<file path="config.mk">
export PLATFORM = sky130hd
export DESIGN_NAME = oil_slick_mover
export DESIGN_NICKNAME = d
export VERILOG_FILES = /design/src/rtl/oil_slick_mover.sv
export SDC_FILE = /design/constraint.sdc
export NUM_CORES = 1
export LEC_CHECK = 0
export ABC_AREA = 1
export CORE_AREA = 4 4 97 99
export DETAILED_ROUTE_END_ITERATION = 16
export DIE_AREA = 0 0 101 103
export GPL_TIMING_DRIVEN = 0
export PLACE_DENSITY = 0.67
export SYNTH_ARGS = -nofsm -noshare
export SYNTH_HDL_FRONTEND = slang
export SYNTH_SLANG_ARGS = --single-unit
</file>
<file path="constraint.sdc">
create_clock -name clk -period 2.75 [get_ports clk]
set_clock_uncertainty 0.15 [all_clocks]
set_input_delay 0.6875 -clock clk [delete_from_list [all_inputs] [get_ports clk]]
set_output_delay 0.6875 -clock clk [all_outputs]
set_load 0.005 [all_outputs]
</file>
<file path="src/rtl/oil_slick_mover.sv">
// Falling oil-slick obstacle: spawn/move/hit sequencing plus a registered pixel hit-test.
// Define OIL_RANDOM_SPAWN_EN to pick the spawn X from an LFSR instead of a fixed 4-lane rotation.
module oil_slick_mover #(
  parameter int          OBJECT_W    = 64,
  parameter int          OBJECT_H    = 32,
  parameter int          SCREEN_H    = 480,
  parameter int          LANE_MIN_X  = 160,
  parameter int          LANE_SPAN   = 256,
  parameter int          SPAWN_DELAY = 60,
  parameter logic [15:0] LFSR_SEED   = 16'hACE1
) (
  input  logic        clk,
  input  logic        reset,
  input  logic        startOfFrame,
  input  logic [10:0] pixelX,
  input  logic [10:0] pixelY,
  input  logic [3:0]  speed,
  input  logic        enable,
  input  logic        collision,
  output logic [10:0] offsetX,
  output logic [10:0] offsetY,
  output logic        InsideRectangle,
  output logic        active
);

  // state      | meaning
  // IDLE       | game stopped, object hidden
  // WAIT_SPAWN | counting frames before the next drop
  // MOVING     | falling down the screen, drawn and collidable
  // HIT        | struck by the player car, hidden for 16 frames
  typedef enum logic [1:0] {IDLE, WAIT_SPAWN, MOVING, HIT} state_t;

  localparam int DLY_W = (SPAWN_DELAY < 2) ? 1 : $clog2(SPAWN_DELAY + 1);
  localparam logic signed [11:0] START_Y  = 12'(-OBJECT_H);
  localparam logic signed [11:0] SCREEN_Y = 12'(SCREEN_H);

  if (LFSR_SEED == 16'h0000) begin : g_bad_seed
    $error("LFSR_SEED must be nonzero");
  end
  if ((LANE_SPAN < 4) || ((LANE_SPAN & (LANE_SPAN - 1)) != 0)) begin : g_bad_span
    $error("LANE_SPAN must be a power of two, at least 4");
  end

  state_t             state, state_nx;
  logic [DLY_W-1:0]   delay_cnt, delay_cnt_nx;
  logic [3:0]         hit_cnt, hit_cnt_nx;
  logic [10:0]        top_left_x, top_left_x_nx;
  logic signed [11:0] top_left_y, top_left_y_nx;
  logic signed [11:0] y_step;
  logic [10:0]        spawn_x;
  logic               spawn;

`ifdef OIL_RANDOM_SPAWN_EN
  logic [15:0] lfsr;
  logic        lfsr_fb;
  logic [15:0] lane_off;

  // Fibonacci taps 16,14,13,11 (bits 15,13,12,10), free-running every clock.
  assign lfsr_fb = lfsr[15] ^ lfsr[13] ^ lfsr[12] ^ lfsr[10];

  always_ff @(posedge clk or posedge reset) begin
    if (reset) lfsr <= LFSR_SEED;
    else       lfsr <= {lfsr[14:0], lfsr_fb};
  end

  // Mask with LANE_SPAN-2 gives the modulo and the even-pixel rounding in one step.
  assign lane_off = lfsr & 16'(LANE_SPAN - 2);
  assign spawn_x  = 11'(LANE_MIN_X) + lane_off[10:0];
`else
  logic [1:0] spawn_idx;

  always_ff @(posedge clk or posedge reset) begin
    if (reset)      spawn_idx <= 2'd0;
    else if (spawn) spawn_idx <= spawn_idx + 2'd1;
  end

  always_comb begin
    spawn_x = 11'(LANE_MIN_X);
    case (spawn_idx)
      2'd0: spawn_x = 11'(LANE_MIN_X);
      2'd1: spawn_x = 11'(LANE_MIN_X + LANE_SPAN / 4);
      2'd2: spawn_x = 11'(LANE_MIN_X + LANE_SPAN / 2);
      2'd3: spawn_x = 11'(LANE_MIN_X + (3 * LANE_SPAN) / 4);
      default: spawn_x = 11'(LANE_MIN_X);
    endcase
  end
`endif

  assign y_step = top_left_y + 12'(speed);

  always_ff @(posedge clk or posedge reset) begin
    if (reset) begin
      state      <= IDLE;
      delay_cnt  <= '0;
      hit_cnt    <= '0;
      top_left_x <= 11'(LANE_MIN_X);
      top_left_y <= START_Y;
    end else begin
      state      <= state_nx;
      delay_cnt  <= delay_cnt_nx;
      hit_cnt    <= hit_cnt_nx;
      top_left_x <= top_left_x_nx;
      top_left_y <= top_left_y_nx;
    end
  end

  always_comb begin
    state_nx      = state;
    delay_cnt_nx  = delay_cnt;
    hit_cnt_nx    = hit_cnt;
    top_left_x_nx = top_left_x;
    top_left_y_nx = top_left_y;
    spawn         = 1'b0;
    if (!enable) begin
      state_nx = IDLE;
    end else begin
      case (state)
        IDLE: begin
          state_nx     = WAIT_SPAWN;
          delay_cnt_nx = DLY_W'(SPAWN_DELAY);
        end
        WAIT_SPAWN: begin
          if (startOfFrame) begin
            if (delay_cnt == '0) begin
              state_nx      = MOVING;
              top_left_x_nx = spawn_x;
              top_left_y_nx = START_Y;
              spawn         = 1'b1;
            end else begin
              delay_cnt_nx = delay_cnt - DLY_W'(1);
            end
          end
        end
        MOVING: begin
          // A hit wins over the frame step so the slick freezes where it was struck.
          if (collision) begin
            state_nx   = HIT;
            hit_cnt_nx = 4'd15;
          end else if (startOfFrame) begin
            top_left_y_nx = y_step;
            if (y_step >= SCREEN_Y) begin
              state_nx     = WAIT_SPAWN;
              delay_cnt_nx = DLY_W'(SPAWN_DELAY);
            end
          end
        end
        HIT: begin
          if (startOfFrame) begin
            if (hit_cnt == 4'd0) begin
              state_nx     = WAIT_SPAWN;
              delay_cnt_nx = DLY_W'(SPAWN_DELAY);
            end else begin
              hit_cnt_nx = hit_cnt - 4'd1;
            end
          end
        end
        default: state_nx = IDLE;
      endcase
    end
  end

  // Pixel hit-test; Y is signed so rows above the screen clip without special casing.
  logic [11:0]        px_w, x_lo, x_hi;
  logic signed [11:0] py_s, y_hi;
  logic               in_x, in_y, inside_nx;

  assign px_w      = {1'b0, pixelX};
  assign x_lo      = {1'b0, top_left_x};
  assign x_hi      = x_lo + 12'(OBJECT_W);
  assign py_s      = {1'b0, pixelY};
  assign y_hi      = top_left_y + 12'(OBJECT_H);
  assign in_x      = (px_w >= x_lo) && (px_w < x_hi);
  assign in_y      = (py_s >= top_left_y) && (py_s < y_hi);
  assign inside_nx = (state == MOVING) && in_x && in_y;

  always_ff @(posedge clk or posedge reset) begin
    if (reset) begin
      InsideRectangle <= 1'b0;
      offsetX         <= '0;
      offsetY         <= '0;
    end else begin
      InsideRectangle <= inside_nx;
      offsetX         <= inside_nx ? 11'(px_w - x_lo) : 11'd0;
      offsetY         <= inside_nx ? 11'(py_s - top_left_y) : 11'd0;
    end
  end

  assign active = (state == MOVING);

endmodule

</file>
[Word level (Yosys, flattened, before mapping)]
Index checks and enable logic that the tools add are counted.
Storage, ports and cells
  register bits: 60
  bits of input ports: 31
  output and inout port bits: 24
  logic and storage cells: 92
Cells by class
  add/subtract/negate cells: 8
  order comparisons: 5
  equal/unequal tests: 22
  mux-type cells: 33
  reductions and logical operators: 15
Operator list (number)
  12-bit 2-to-1 mux: 4
  11-bit one-hot mux with 4 select lines: 1
  6-bit 2-to-1 mux: 7
  12-bit one-hot mux with 2 select lines: 1
  6-bit one-hot mux with 4 select lines: 1
  11-bit 2-to-1 mux: 2
  11-bit subtractor: 2
  2-bit != test (second input constant): 9
  2-bit 2-to-1 mux: 8
  11-bit by 7-bit adder with 12-bit output (second input constant): 1
  12-bit by 4-bit adder with 12-bit output: 1
  12-bit by 7-bit adder with 12-bit output (second input constant): 1
  12-bit by 10-bit >= comparator with 1-bit output (second input constant): 1
  12-bit >= comparator: 1
  11-bit by 12-bit less-than comparator with 1-bit output: 1
  12-bit less-than comparator: 1
  4-bit 2-to-1 mux: 3
  3-bit != test (second input constant): 4
  6-bit AND reduction: 2
  11-bit >= comparator: 1
  2-bit == test (second input constant): 4
  2-bit one-hot mux with 4 select lines: 1
  4-bit one-hot mux with 2 select lines: 1
  8-bit AND reduction: 1
  15 further kinds: 24

[Logic depth before layout (Yosys ltp)]
  depth in word-level cells: 7
  mapped depth: 16
  mapped depth without buffers: 15

[Worst setup path after synthesis]
No wires, ideal clock.
  path kind: input to register
  start point: in speed[0]
  end point: reg delay_cnt[3]
  setup time: 126 ps
  arrival: 2272 ps
  data required time: 2474 ps
  setup slack: 202 ps
  stages on the path: 15
  path buffers: 1
  cell sequence: ha_1 fa_1 nand3_1 nand3_1 nand3_1 nand2_1 nor2_1 nand3_1 nand2_1 nand2_1 nand2_1 nand2_1 buf_6 nand2_1 o21ai_0
Between the ends
  longest elaborated chain between the ends: 4
RTL lines
  from (decl): line 17  | input logic [3:0] speed,
  12-bit by 4-bit adder with 12-bit output: line 89  | assign y_step = top_left_y + 12'(speed);
  12-bit by 10-bit >= comparator with 1-bit output: line 141  | if (y_step >= SCREEN_Y) begin
  2-bit by 1-bit != test with 1-bit output (no line)
  8-bit AND reduction (no line)
  to (signal assigned): line 100  | delay_cnt <= delay_cnt_nx;
  to (decl): line 45  | logic [DLY_W-1:0] delay_cnt, delay_cnt_nx;
No other way between the ends.
A chain may end at the register's enable or synchronous reset.

[Final worst setup path]
  start point: in pixelX[5]
  end point: reg offsetY[6]
Between the ends
  longest elaborated chain between the ends: 5
  elaborated cells between the ends (all ways): 6
  those cells by class: order compare (2); mux (1); reduce/logical (3)
RTL lines
  from (decl): line 15  | input logic [10:0] pixelX,
  11-bit by 12-bit less-than comparator with 1-bit output / 11-bit >= comparator (equally long branches): line 172  | assign in_x = (px_w >= x_lo) && (px_w < x_hi);
  1-bit logical AND (*): line 172
  1-bit logical AND (*) (2 in series): line 174  | assign inside_nx = (state == MOVING) && in_x && in_y;
  11-bit 2-to-1 mux (*): line 184  | offsetY <= inside_nx ? 11'(py_s - top_left_y) : 11'd0;
  to (signal assigned): line 184
  to (decl): line 21  | output logic [10:0] offsetY,
Every way passes the cells marked *; elsewhere a longest branch is shown, timed or not.

==> impl_metrics.csv <==
group,metric,value,unit
run_status,status,"complete, no violations",
clock_network,tritoncts,"yes",
drt,routedWlPerCell,13.1,um
die,die_area,0.0104,mm2
placed_design,portBuffers,54,
drt,first_pass_iters,4,
die,die_w,101,um
power_and_ir_drop,p_leak,2.32,nW
synth,ys_warn_count,0,
power_and_ir_drop,peakVddDrop,0.320,mV
synth,synthArstFlopShare,100,%
clock_network,root_buffer,"clkbuf_8",
drt,antenna_left,0,
finish,stdcell_area,0.00477,mm2
synth,seq_area_frac_synth,34.8,%
worst_setup_path,rr_startpoint,"top_left_y[6]",
synth,syn-num-nets,548,
global_routing,grt_pass1_wl,14.2,mm
sta,tightest_slew,0.500,ns
worst_setup_path,setup.worst_path.start,"pixelX[5]",
placed_design,place_congestion,0.922,
finish,fill_cells,783,
global_routing,grt_max_degree,33,
global_routing,grt_antenna_before_repair,0,
finish,seq_area,0.00131,mm2
drt,vias,3350,
placed_design,place_area,0.00447,mm2
synth,synth_top_area_share,29.2,%
global_routing,grt_pass1_vias,3249,
die,dieHeight,103,um
worst_setup_path,crit_fanout,5,
synth,netlist_area,0.00377,mm2
drt,drc,0,
synth,synth_commonest_cells,"101 x nand2_1, 69 x inv_1, 46 x nor2_1",
die,pin_count,55,
clock_network,htreeDepth,2,
finish,drive_gt1_share,15.1,%
finish,finalNetCount,624,
worst_setup_path,cp_data_required_time,2.83,ns
sta,min_period_over_period,96.4,%
finish,multi_input_area,0.00224,mm2
sta,hold_viol_final,0,
sta,period_needed,2.65,ns
placed_design,dpl.hpwl,6.69,mm
die,row_count,34,
drt,vias_per_cell,5.09,
clock_network,cts_num_sinks,52,
sta,relSlewSlack,66.5,%
worst_hold_path,hp-class,"reg2reg",
sta,drv_slew,0,
worst_setup_path,crit_arrival,2.73,ns
synth,yosysMostFrequentCell,"nand2_1",
clock_network,worstSkewPairLatency,0.31,ns
finish,areaGrowthSynthToFinish,26.6,%
drt,drt_iter0_drc,101,
synth,ys_ff_latch,52,
global_routing,grt_usage,16.8,%
synth,postSynthAreaPerCell,7.98,um2
global_routing,gr-total-overflow,0,
sta,fmax,377,MHz
flow_run,drv_cap,0,
power_and_ir_drop,p_per_area,599,mW/mm2
clock_network,cts.clk_slew.worst_paths,0.11,ns
synth,synthFlopType,"dfrtp_1",
synth,ys_top_cells_by_area,"dfrtp_1 29%, ha_1 14%, nand2_1 10%, inv_1 6.9%, dfstp_2 5.6%",
synth,syn_inst,473,
synth,synth_edf_count,0,
clock_network,cts_made_buffers,5,
sta,whs,0.375,ns
die,core-area,0.00855,mm2
clock_network,postCtsHoldBufs,0,
worst_setup_path,start_kind,"primary input",
worst_setup_path,crit_type,"in2reg",
clock_network,cts_buffer_depth,2,
worst_setup_path,end_kind,"flip-flop",
die,start_util,44.1,%
worst_hold_path,holdCritStartpoint,"delay_cnt[0]",
drt,wl,8.65,mm
finish,n_antenna_cell,0,
sta,finalSetupViolCount,0,
synth,post-synth-top-area-cell,"dfrtp_1",
synth,post_synth_num_cell_types,40,
-- cell families after synthesis --
logic type,after synthesis,share of synthesized area [%]
buffers and inverters,76,8.26
adder cells (fa/ha/maj),44,15.2
AND/OR/NAND/NOR,220,28.1
flip-flops,52,34.8
XOR/XNOR,17,3.95
AO/OA/AOI/OAI,64,9.72
-- state kept, by name, indices dropped and copies added (netlist names) --
name,cells
top_left_x,3
hit_cnt,4
spawn_idx,2
state,2
InsideRectangle,1
offsetY,11
top_left_y,12
offsetX,11
delay_cnt,6
-- worst paths after layout --
check,end,slack [ns],cells past startpoint
setup / recovery,offsetY[6],0.1,12
hold / removal,delay_cnt[0],0.37,2
setup reg to reg,offsetY[0],0.20,13
hold reg to reg,delay_cnt[0],0.37,2
max in group asynchronous,top_left_y[7],1.33,3
min in group asynchronous,offsetX[6],0.53,2
-- metal layers --
| metal | vias up | share of wire (%) | GRT usage, % |
|---|---|---|---|
| met2 | 76 | 49 | 29.4 |
| met1 | 1570 | 45 | 20.9 |
| li1 | 1694 | - | - |
| met3 | 10 | 4.5 | 2.30 |
| met5 | - | 0 | 0 |
| met4 | 0 | 1.5 | 6.54 |
-- cells in the final DEF (no fill, tap or decap), types with 4 or more instances in the layout --
cell	Yosys	layout
a21oi_1	21	21
a22oi_1	4	4
buf_4	0	13
buf_6	3	5
clkbuf_8	0	5
clkdlybuf4s50_1	0	50
dfrtp_1	44	44
dfstp_2	8	8
ha_1	41	36
inv_1	69	68
nand2_1	101	98
nand2_2	1	4
nand3_1	28	26
nand4_1	6	6
nor2_1	46	44
nor3_1	6	5
nor3_2	18	19
o21ai_0	22	21
o21ai_1	4	5
or2_2	4	4
xnor2_1	8	8
xor2_1	9	9
-- timing repair --
| item | in CTS | in global routing |
|---|---|---|
| setup endpoints to repair | 29 | 30 |
| resized for setup | 14 | 14 |
| cloned | 1 | 0 |
| buffers inserted | 5 | 8 |
| pin swaps | 3 | 2 |
-- worst max-delay path, stage by stage --
cell and delay [ns]:
dlygate4sd2_1 0.28, inv_1 0.10, fa_1 0.47, nor2_1 0.13, nor2_1 0.07, nor2_1 0.21, nor4_2 0.07, o41ai_1 0.07
nand3_1 0.12, buf_4 0.18, buf_2 0.17, nor3_2 0.17
-- through the flow --
| stage | worst slack [ns] | instances | utilization (%) | setup TNS, ns | power (mW) |
|---|---|---|---|---|---|
| 2_1_floorplan | 0.202 | 473 | - | 0 | 1.98 |
| 3_3_place_gp | -0.588 | 635 | 52.0 | -29.13 | 2.25 |
| 3_5_place_dp | -0.630 | 636 | 52.3 | -14.91 | 2.31 |
| 4_1_cts | 0.0198 | 650 | 54.3 | 0 | 2.82 |
| 5_1_grt | -0.0686 | 658 | 55.8 | -0.595 | 3.11 |
| 6_report | 0.0983 | 658 | 55.8 | 0 | 2.86 |
-- report_power, final --
group / internal [mW] / switching, mW / leakage (nW)
clock: 0.188 / 0.287 / 0.0463
combinational: 0.571 / 0.803 / 1.62
sequential: 0.898 / 0.113 / 0.655
-- cell type report --
type / count / share of cell area [%]
Buffer: 6 / 1.28
Multi-Input combinational cell: 345 / 47.0
Clock inverter: 3 / 0.577
Sequential cell: 52 / 27.5
Timing Repair Buffer: 69 / 13.9
Tap cell: 108 / 2.83
Inverter: 70 / 5.50
Clock buffer: 5 / 1.44
No activity file was read; power rests on OpenSTA's default activity.
